[src/rtl/piso_shifter_pkg.sv]
// Shared types and helpers for the parallel-in/serial-out transmitter.
package piso_pkg;

  typedef enum logic [0:0] {
    IDLE  = 1'b0,
    SHIFT = 1'b1
  } state_t;

  // Smallest bit count able to hold 0..n-1, but never less than one bit.
  function automatic int clog2_min1(input int n);
    int r;
    r = 32'sd0;
    for (int i = 0; i < 31; i++) begin
      if ((32'sd1 << i) < n) begin
        r = i + 32'sd1;
      end else begin
        r = r;
      end
    end
    return (r < 32'sd1) ? 32'sd1 : r;
  endfunction

endpackage

[src/rtl/piso_shifter_if.sv]
// Load handshake and serial output bundle of the PISO transmitter.
interface piso_shifter_if #(
  parameter int WIDTH = 8
) ();

  logic             load_valid;
  logic             load_ready;
  logic [WIDTH-1:0] load_data;
  logic             shift_en;
  logic             sout;
  logic             sout_valid;
  logic             sout_last;

  modport master (
    output load_valid, load_data, shift_en,
    input  load_ready, sout, sout_valid, sout_last
  );

  modport slave (
    input  load_valid, load_data, shift_en,
    output load_ready, sout, sout_valid, sout_last
  );

endinterface

[src/rtl/piso_shifter.sv]
// Parallel-in/serial-out transmitter: one WIDTH-bit word in, one bit per
// enabled clock out, with per-bit valid and a last-bit marker.
module piso_shifter
  import piso_pkg::*;
#(
  parameter int WIDTH     = 8,
  parameter bit MSB_FIRST = 1'b1
) (
  input  logic           clk,
  input  logic           rst_n,
  piso_shifter_if.slave  bus
);

  localparam int             CW       = clog2_min1(WIDTH);
  localparam logic [CW-1:0]  LAST_CNT = CW'(WIDTH - 1);

  state_t           state_q;
  logic [WIDTH-1:0] shreg_q;
  logic [CW-1:0]    cnt_q;

  logic             last_s;
  logic             ready_s;
  logic             accept_s;
  logic [WIDTH-1:0] shreg_shifted_s;

  // Handshake and serial outputs; only load_ready looks at shift_en.
  always_comb begin
    last_s   = (state_q == SHIFT) && (cnt_q == LAST_CNT);
    ready_s  = (state_q == IDLE) || (last_s && bus.shift_en);
    accept_s = bus.load_valid && ready_s;
    if (MSB_FIRST) begin
      shreg_shifted_s = {shreg_q[WIDTH-2:0], 1'b0};
    end else begin
      shreg_shifted_s = {1'b0, shreg_q[WIDTH-1:1]};
    end
  end

  assign bus.load_ready = ready_s;
  assign bus.sout_valid = (state_q == SHIFT);
  assign bus.sout_last  = last_s;
  assign bus.sout       = (state_q == SHIFT) ?
                          (MSB_FIRST ? shreg_q[WIDTH-1] : shreg_q[0]) : 1'b0;

  // Word sequencer: load, shift on enable, reload or fall idle after the last bit.
  always_ff @(posedge clk or negedge rst_n) begin
    if (!rst_n) begin
      state_q <= IDLE;
      shreg_q <= '0;
      cnt_q   <= '0;
    end else begin
      case (state_q)
        IDLE: begin
          if (accept_s) begin
            shreg_q <= bus.load_data;
            cnt_q   <= '0;
            state_q <= SHIFT;
          end else begin
            state_q <= IDLE;
          end
        end
        SHIFT: begin
          if (bus.shift_en && last_s) begin
            cnt_q <= '0;
            if (accept_s) begin
              shreg_q <= bus.load_data;
              state_q <= SHIFT;
            end else begin
              shreg_q <= '0;
              state_q <= IDLE;
            end
          end else if (bus.shift_en) begin
            shreg_q <= shreg_shifted_s;
            cnt_q   <= cnt_q + CW'(1);
          end else begin
            state_q <= SHIFT;
          end
        end
        default: begin
          state_q <= IDLE;
          shreg_q <= '0;
          cnt_q   <= '0;
        end
      endcase
    end
  end

endmodule
[src/flat_wrapper.sv]
// flat-port wrapper written by rule: the top's interface ports become plain ports
module piso_shifter_flat import piso_pkg::*;
#(
  parameter int WIDTH     = 8,
  parameter bit MSB_FIRST = 1'b1
)
  (clk, rst_n, bus_load_valid, bus_load_data, bus_shift_en, bus_load_ready, bus_sout, bus_sout_valid, bus_sout_last);
  piso_shifter_if #(.WIDTH(WIDTH)) bus_i ();
  input  logic clk;
  input  logic rst_n;
  input wire logic [$bits(bus_i.load_valid)-1:0] bus_load_valid;
  input wire logic [$bits(bus_i.load_data)-1:0] bus_load_data;
  input wire logic [$bits(bus_i.shift_en)-1:0] bus_shift_en;
  output wire logic [$bits(bus_i.load_ready)-1:0] bus_load_ready;
  output wire logic [$bits(bus_i.sout)-1:0] bus_sout;
  output wire logic [$bits(bus_i.sout_valid)-1:0] bus_sout_valid;
  output wire logic [$bits(bus_i.sout_last)-1:0] bus_sout_last;
  assign bus_i.load_valid = bus_load_valid;
  assign bus_i.load_data = bus_load_data;
  assign bus_i.shift_en = bus_shift_en;
  assign bus_load_ready = bus_i.load_ready;
  assign bus_sout = bus_i.sout;
  assign bus_sout_valid = bus_i.sout_valid;
  assign bus_sout_last = bus_i.sout_last;
  piso_shifter #(.WIDTH(WIDTH), .MSB_FIRST(MSB_FIRST)) u_core (.clk(clk), .rst_n(rst_n), .bus(bus_i));
endmodule
[config.mk]
export PLATFORM = sky130hd
export DESIGN_NAME = piso_shifter_flat
export DESIGN_NICKNAME = d
export VERILOG_FILES = /design/src/rtl/piso_shifter_pkg.sv /design/src/rtl/piso_shifter_if.sv /design/src/rtl/piso_shifter.sv /design/src/flat_wrapper.sv
export SDC_FILE = /design/constraint.sdc
export NUM_CORES = 1
export LEC_CHECK = 0
export ABC_AREA = 1
export BUFFER_PORTS_ARGS = -buffer_cell sky130_fd_sc_hd__buf_4
export CORE_UTILIZATION = 45
export DETAILED_ROUTE_END_ITERATION = 10
export PLACE_DENSITY = 0.72
export SLEW_MARGIN = 20
export SYNTH_ARGS = -nofsm -noshare
export SYNTH_HDL_FRONTEND = slang
export SYNTH_SLANG_ARGS = --single-unit
[constraint.sdc]
create_clock -name clk -period 1.3 [get_ports clk]
set_input_delay 0.26 -clock clk [delete_from_list [all_inputs] [get_ports clk]]
set_output_delay 0.26 -clock clk [all_outputs]
set_load 0.005 [all_outputs]
# Word-level counts from Yosys, hierarchy flattened
# Cells that the tools add are included.
# totals
regBits,12
in_bits,12
output_inout_bits,4
word_cells,26
# op_classes
add_sub_neg,1
eq_ne,3
n_mux,13
n_bitwise,1
reduce_logical,5
# op_table
op,count
two-way mux 8 bit,4
one-hot mux 8 bit (2 select lines),1
two-way mux 3 bit,3
one-hot mux 3 bit (2 select lines),1
"adder 3 x 1 -> 3 bit, second input constant",1
"equality test 3 bit, second input constant",1
logical AND 1 bit,3
two-way mux 1 bit,3
"!= test 3 bit, second input constant",1
"!= test 2 x 1 -> 1 bit, second input constant",1
one-hot mux 1 bit (2 select lines),1
AND reduction 2 bit,1
logical OR 1 bit,1
NOT 1 bit,1

# Depth between registers and ports, before layout
# Gate-level depths: netlist (run 1).
# logic_depth
ltp_word,8
mapped_depth,8
mapped_depth_nobuf,8

# Least setup slack after synthesis (run 1)
# Ideal clock, no wire load.
# synth_path
kind,reg2reg
from,register u_core.cnt_q[0]
to,register u_core.shreg_q[1]
setup_ps,65
t_arrival_ps,1302
t_required_ps,1235
slack_ps,-67
path_stages_with_launch,9
path_buffers,1
period_less_slack_ps,1367
cell_sequence,dfrtp_1 -> ha_1 -> ha_1 -> nand3_4 -> nand2_2 -> buf_6 -> a21oi_1 -> nand2_1 -> nand2_1
# synth_via
elab_chain_cells,8
word_cells_on_any_way,11
classes_between,3 x eq/ne; 3 x mux; 5 x reduce/logical
# synth_rtl
element,line,text
start: declaration,piso_shifter.sv:19,logic [CW-1:0] cnt_q;
start signal: assignment,piso_shifter.sv:73,cnt_q <= cnt_q + CW'(1);
equality test 3 bit *,piso_shifter.sv:28,last_s = (state_q == SHIFT) && (cnt_q == LAST_CNT);
logical AND 1 bit *,piso_shifter.sv:28,
logical AND 1 bit *,piso_shifter.sv:29,ready_s = (state_q == IDLE) || (last_s && bus.shift_en);
logical OR 1 bit *,piso_shifter.sv:29,
via bus_load_ready,flat_wrapper.sv:14,output wire logic [$bits(bus_i.load_ready)-1:0] bus_load_ready;
logical AND 1 bit *,piso_shifter.sv:30,accept_s = bus.load_valid && ready_s;
two-way mux 8 bit,piso_shifter.sv:64,if (accept_s) begin
two-way mux 8 bit,piso_shifter.sv:62,if (bus.shift_en && last_s) begin
one-hot mux 8 bit (2 select lines),piso_shifter.sv:51,case (state_q)
end signal: assignment,piso_shifter.sv:54,shreg_q <= bus.load_data;
end signal: assignment,piso_shifter.sv:65,shreg_q <= bus.load_data;
end signal: assignment,piso_shifter.sv:72,shreg_q <= shreg_shifted_s;
end: declaration,piso_shifter.sv:18,logic [WIDTH-1:0] shreg_q;
# The timed path passes the listed nets; every way through them passes the cells marked *.
# A chain may end at the register's enable or synchronous reset.

# Final worst setup path (run 1)
# layout_path
from,register u_core.cnt_q[0]
to,output port bus_sout_last
# layout_via
elab_chain_cells,2
# layout_rtl
element,line,text
equality test 3 bit,piso_shifter.sv:28,
logical AND 1 bit,piso_shifter.sv:28,
end: declaration,flat_wrapper.sv:17,output wire logic [$bits(bus_i.sout_last)-1:0] bus_sout_last;
# Every way passes these cells.

==> key figures, run 1 <==
Setup path
  – Reg-to-Reg End: u_core.shreg_q[5]
  – WP data required: 1.04 ns
  – Critical path type: reg -> out
  – Worst setup SP type: flip-flop
  – Worst reg-to-reg path cell count: 9
  – Reg-to-reg slack, setup: -0.16 ns
  – Worst R2R Start: u_core.cnt_q[0]
  – CP Capture Type: output port
  – Critical Path AT: 1.34 ns
  – Worst Path Max Fanout: 2

Global routing
  – GR Util met2: 37.89%
  – Total Routing Usage GR: 24.18%
  – Most used routing layer: met2
  – Largest net degree at the start of global routing: 13
  – Global Route met1 Usage: 32.32%
  – Global-route wire length before repair: 2539 um
  – Grt ovf: 0
  – Vias in the first global route: 571
  – Routing usage on met3: 3.261%
  – Initial antenna violation count: 0

Logic synthesis
  – Seq cells post-synth: 12
  – Synthesized area: 689.4 um2
  – Syn Inst Count: 88
  – Average cell area after synthesis: 7.834 um2
  – Syn_nets: 102
  – Post-synth top area cell: dfrtp_1
  – Yosys synthesis warning count: 0
  – Top post-synthesis cells by area: dfrtp_1, nand2_1, inv_1
  – Unique masters post-synth: 16
  – Register area share after synthesis: 43.56%
  – Share of the synthesized area in the top cell type: 43.56%

Pwr
  – Leak Pwr: 0.5968 nW
  – Max IR drop VDD: 1124 uV
  – PD cells: 1464 mW/mm2
  – Final Power: 1.610 mW

STA
  – Hold slack: 0.2169 ns
  – Fin Clk Skew: 0.0007001 ns
  – Final hold violations: 0
  – RSZ-0062 raised after global routing: true
  – Tcrit/Tclk final: 123.0%
  – Fin. max-slew vios: 0
  – Least-Margin Pin Slew: 0.2448 ns
  – Worst setup slack after layout: -0.2985 ns
  – Setup TNS: -1.581 ns
  – Setup violations, final: 14
  – Slew Limit Headroom: 83.64%
  – Final period demand of the worst path: 1.599 ns
  – FMAX: 0.6256 GHz

Layout
  – Fillers: 90
  – # diodes: 0
  – Final Cell Area: 0.001100 mm2
  – Final cell count without fillers: 135
  – # nets final: 135
  – Layout cells sized above 1: 51.67%
  – Syn-to-layout area delta: 59.53%

CTS
  – Worst skew pair latency: 0.28 ns
  – Worst-path clk slew: 0.08 ns
  – CTS tree: done
  – CTS Sinks: 12
  – Clock tree buffer depth: 2
  – Root buf cell: clkbuf_4
  – Num CTS Buffers: 3
  – H-tree Lvls: 1

Routing
  – Post-route DRC: 0
  – Post-route ant nets: 0
  – Routed length per instance: 13.27 um
  – DR vias/cell: 5.052
  – WL final: 1791 um
  – DR vias: 682
  – First-pass iteration count of the detailed router: 4
  – DR iter-0 viols: 14

Placed design
  – Placed cell count: 121
  – IO buf count: 15
  – Half-perimeter wire length after placement: 1037 um
  – Final Wtd Congestion: 0.7060
  – Placed instance area: 847.1 um2

Floorplan
  – Starting Density: 50.46%
  – Die H: 41.14 um
  – Die Area: 0.001693 mm2
  – Core Box Area: 0.001366 mm2
  – Num ports: 16
  – Row cnt: 13
  – Die X-Extent: 41.14 um

Status
  – Status: finished with violations
  – Failing checks: setup timing

Hold path
  – Hold Startpoint: bus_load_valid
  – Hold Path Depth: 3
  – Hold Path Sink: u_core.bus.sout_valid
  – Worst hold path type: in -> reg

Run
  – Max-cap viol count: 0
## per-layer routing
layer,part of all wire [%],vias up,routed length [um]
met5,0,-,0
met4,2.1,0,37
met3,5.0,5,90
met2,49,19,869
met1,44,323,792
li1,-,335,-
## where the power goes
part / switching [mW] / internal, mW / leakage [nW]
sequential: 0.0946 / 0.497 / 0.154
combinational: 0.328 / 0.384 / 0.422
clock: 0.136 / 0.170 / 0.0210
total: 0.558 / 1.05 / 0.597
## synth_stat cells
| cell type | number |
|---|---|
| buf_6 | 3 |
| nand3_1 | 2 |
| a22o_1 | 2 |
| nand2_4 | 1 |
| a21oi_2 | 1 |
| dfrtp_1 | 12 |
| nand3_4 | 1 |
| nand3_2 | 1 |
| inv_4 | 1 |
| nand2_2 | 2 |
| nor2_1 | 2 |
| a21oi_1 | 6 |
| nand2_1 | 40 |
| o31ai_1 | 1 |
| ha_1 | 2 |
| inv_1 | 11 |
## registers in the layout, summed over array words and instances, names as in the netlist
signal	count
u_core.bus.sout_valid	1
u_core.cnt_q	3
u_core.shreg_q	8
## worst max-delay path by stage
stage / from / end / slack [ns] / cells after the start
3_5_place_dp: u_core.cnt_q[0] / u_core.shreg_q[2] / -0.07 / 8
2_1_floorplan: u_core.cnt_q[0] / u_core.shreg_q[1] / 0.01 / 8
3_3_place_gp: u_core.cnt_q[0] / u_core.shreg_q[3] / -0.01 / 8
6_report: u_core.cnt_q[0] / bus_sout_last / -0.30 / 6
5_1_grt: u_core.cnt_q[0] / bus_sout_last / -0.34 / 6
4_1_cts: u_core.cnt_q[0] / bus_sout_last / -0.29 / 6
## final cells by class
cell class | count | area [um2] | area share, %
repair inverters | 1 | 6.256 | 0.5688
repair buffers | 30 | 272.8 | 24.80
flip-flops and latches | 12 | 301.5 | 27.42
multi-input cells | 61 | 411.6 | 37.43
inverters | 12 | 52.55 | 4.778
clock buffers | 4 | 36.28 | 3.299
well taps | 15 | 18.77 | 1.706
## critical path, cell delays in order, from the launching register on
cell and delay (ns):
dfrtp_1 0.40, ha_2 0.20, ha_4 0.17, buf_6 0.11, nand2_2 0.05, inv_2 0.03
buf_6 0.10
## cell families (layout without fill, tap and decap cells)
kind of cell	after synthesis	count (layout)	synth area share, %
and+or+nand+nor	49	49	31.76
buffers and inverters	15	47	11.80
DFF	12	12	43.56
adders and majority gates	2	2	3.629
AOI/OAI and AO/OA	10	10	9.257
## stage by stage
step / util, % / worst slack, ns
2_1_floorplan: - / 0.01489
3_3_place_gp: 62.00 / -0.01493
3_5_place_dp: 62.00 / -0.06749
4_1_cts: 74.91 / -0.2939
5_1_grt: 80.49 / -0.3355
6_report: 80.49 / -0.2985
## what timing repair did
| item | in CTS | in global routing |
|---|---|---|
| endpoints found under the setup margin | 11 | 14 |
| pin swaps | 5 | 12 |
| hold buffers | 1 | 0 |
| hold endpoints to repair | 12 | 0 |
| gates cloned | 1 | 0 |
| resized for setup | 23 | 20 |
| buffers inserted | 6 | 4 |
## cell usage in the layout, fill, tap and decap left out, types with 2 or more instances in the layout
master	instances
inv_2	3
nand2_2	5
buf_4	18
a22o_1	2
dfrtp_1	11
buf_6	10
a21oi_2	6
inv_1	8
nand3_2	2
clkbuf_4	3
nand2_4	4
nand2_1	33
Note: power is estimated with default switching activity, not from simulation.
==> run 2, diff against run 1 <==
BUFFER_PORTS_ARGS = not set   (was -buffer_cell sky130_fd_sc_hd__buf_4)
CELL_PAD_IN_SITES_DETAIL_PLACEMENT = 0   (was not set)
CELL_PAD_IN_SITES_GLOBAL_PLACEMENT = 2   (was not set)
CORE_UTILIZATION = 30   (was 45)
DONT_BUFFER_PORTS = 1   (was not set)
PLACE_DENSITY = 0.71   (was 0.72)
==> key figures, run 2 (same netlist as run 1, synthesis figures left out) <==
Layout
  – Largest Register: u_core.shreg_q
  – Register Area: 301.5 um2
  – Commonest non-fill, non-tap cell in the layout: nand2_1
  – Final cell count without fillers: 127
  – Multi-input gate area: 365.4 um2
  – Fillers: 220
  – Layout cells sized above 1: 35.00%
  – Commonest non-fill, non-tap cells in the layout: nand2_1, dfrtp_1, inv_1
  – Syn-to-layout area delta: 27.22%
  – # diodes: 0
  – Max reg flops: 8
  – # nets final: 115

Setup path
  – Worst R2R Start: u_core.cnt_q[0]
  – Critical path type: reg -> out
  – CP Capture Type: output port
  – Worst setup SP type: flip-flop
  – CP peak stage delay: 0.40 ns
  – WP data required: 1.04 ns
  – Slowest cell on crit path: dfrtp_1
  – Cells along the critical path: ha_2 -> ha_4 -> nand3_4 -> nand2_4 -> buf_6
  – Critical Path AT: 1.29 ns
  – Crit path from: u_core.cnt_q[0]
  – Reg-to-reg slack, setup: -0.12 ns
  – Worst Path Max Fanout: 5

Placed design
  – IO buf count: 0
  – Worst slack, placed: -0.07396 ns
  – Final Wtd Congestion: 0.7211
  – Placed cell count: 118
  – Half-perimeter wire length after placement: 1030 um

Pwr
  – Sequential power share: 40.6%
  – Max IR drop VDD: 775.7 uV
  – Leak Pwr: 0.4930 nW
  – Final Power: 1.421 mW
  – Int Pwr: 942.5 uW
  – Clock power frac: 21.3%
  – PD cells: 1620 mW/mm2
  – Sw power: 478.6 uW
  – Gate power share: 38.1%
  – Switching Share: 33.68%

STA
  – Setup violations, final: 10
  – Tcrit/Tclk final: 119.3%
  – Slew Limit Headroom: 62.44%
  – RSZ-0062 raised after global routing: true
  – Final period demand of the worst path: 1.551 ns
  – Fin Clk Skew: 0.0009822 ns
  – Final hold violations: 0
  – Fin. max-slew vios: 0
  – FMAX: 0.6446 GHz
  – Least-Margin Pin Slew: 0.5615 ns
  – Worst setup slack after layout: -0.2514 ns

Floorplan
  – Die H: 49.94 um
  – Starting Density: 33.43%
  – Die Area: 0.002494 mm2
  – Row cnt: 16
  – Core Box Area: 0.002062 mm2
  – Die X-Extent: 49.94 um
  – Num ports: 16

Global routing
  – Total Routing Usage GR: 14.74%
  – Vias in the first global route: 606
  – Largest net degree at the start of global routing: 17
  – Global-route wire length before repair: 2677 um
  – Grt ovf: 0
  – Initial antenna violation count: 0

CTS
  – CTS Sinks: 12
  – Worst skew pair latency: 0.28 ns
  – CTS tree: done
  – H-tree Lvls: 1
  – Num CTS Buffers: 3
  – Clock tree buffer depth: 2
  – Worst-path clk slew: 0.08 ns
  – Root buf cell: clkbuf_4

Routing
  – DR iter-0 viols: 12
  – DR vias/cell: 4.504
  – First-pass iteration count of the detailed router: 4
  – Post-route ant nets: 0
  – Post-route DRC: 0
  – DR vias: 572
  – Routed length per instance: 11.78 um
  – WL final: 1496 um

Status
  – Failing checks: setup timing
  – Status: finished with violations

Hold path
  – Hold Startpoint: bus_load_valid
  – Worst hold path type: in -> reg

Run
  – Max-cap viol count: 0
run 2: worst paths after layout:
check | cells past startpoint | end
hold reg to reg | 2 | u_core.shreg_q[4]
hold / removal | 2 | u_core.bus.sout_valid
max in group asynchronous | 1 | u_core.bus.sout_valid
min in group asynchronous | 1 | u_core.shreg_q[1]
setup / recovery | 5 | bus_load_ready
setup reg to reg | 9 | u_core.shreg_q[1]
run 2: routing by layer:
layer  vias up  global-route usage [%]  share of wire (%)
li1        294                       -                  -
met1       263                   17.46                 48
met2        13                   24.10                 48
met3         2                   4.630                3.2
met4         0                   6.667               0.60
met5         -                       0                  0
run 2: metrics by stage:
stage | hold WS [ns] | setup TNS, ns | utilization, % | instance area (um2)
2_1_floorplan | -0.03559 | 0 | - | 704.4
3_3_place_gp | -0.03534 | -0.2097 | 36.35 | 749.5
3_5_place_dp | -0.03514 | -0.3760 | 36.35 | 749.5
4_1_cts | 0.08765 | -1.184 | 41.57 | 857.1
5_1_grt | 0.1031 | -1.920 | 42.54 | 877.1
6_report | 0.09468 | -1.206 | 42.54 | 877.1
run 2: layout make-up:
class | instances | area share, %
Clock buffer | 4 | 4.137
Sequential cell | 12 | 34.38
Timing Repair Buffer | 11 | 10.56
Multi-Input combinational cell | 61 | 41.65
Inverter | 12 | 5.421
Tap cell | 27 | 3.852
run 2: what timing repair did:
item                                    in CTS  in global routing
buffers inserted                             3                  1
gates resized for setup                     11                  5
pin swaps                                    2                  4
hold endpoints to repair                    12                  0
hold buffers                                 1                  0
endpoints found under the setup margin      10                 15
run 2: power by group through the flow:
stage | combinational (mW) | clock, mW | sequential, mW
3_5_place_dp | 0.427 | 0 | 0.586
5_1_grt | 0.624 | 0.337 | 0.590
3_3_place_gp | 0.423 | 0 | 0.580
6_report | 0.542 | 0.303 | 0.577
2_1_floorplan | 0.346 | 0 | 0.564
4_1_cts | 0.508 | 0.313 | 0.575
run 2: worst max-delay path: cells and delay by family, from the launching register on:
family	cells	cell delay, ns
flops	1	0.40
fa+ha+maj	2	0.36
buf+inv	1	0.13
simple gates	2	0.12
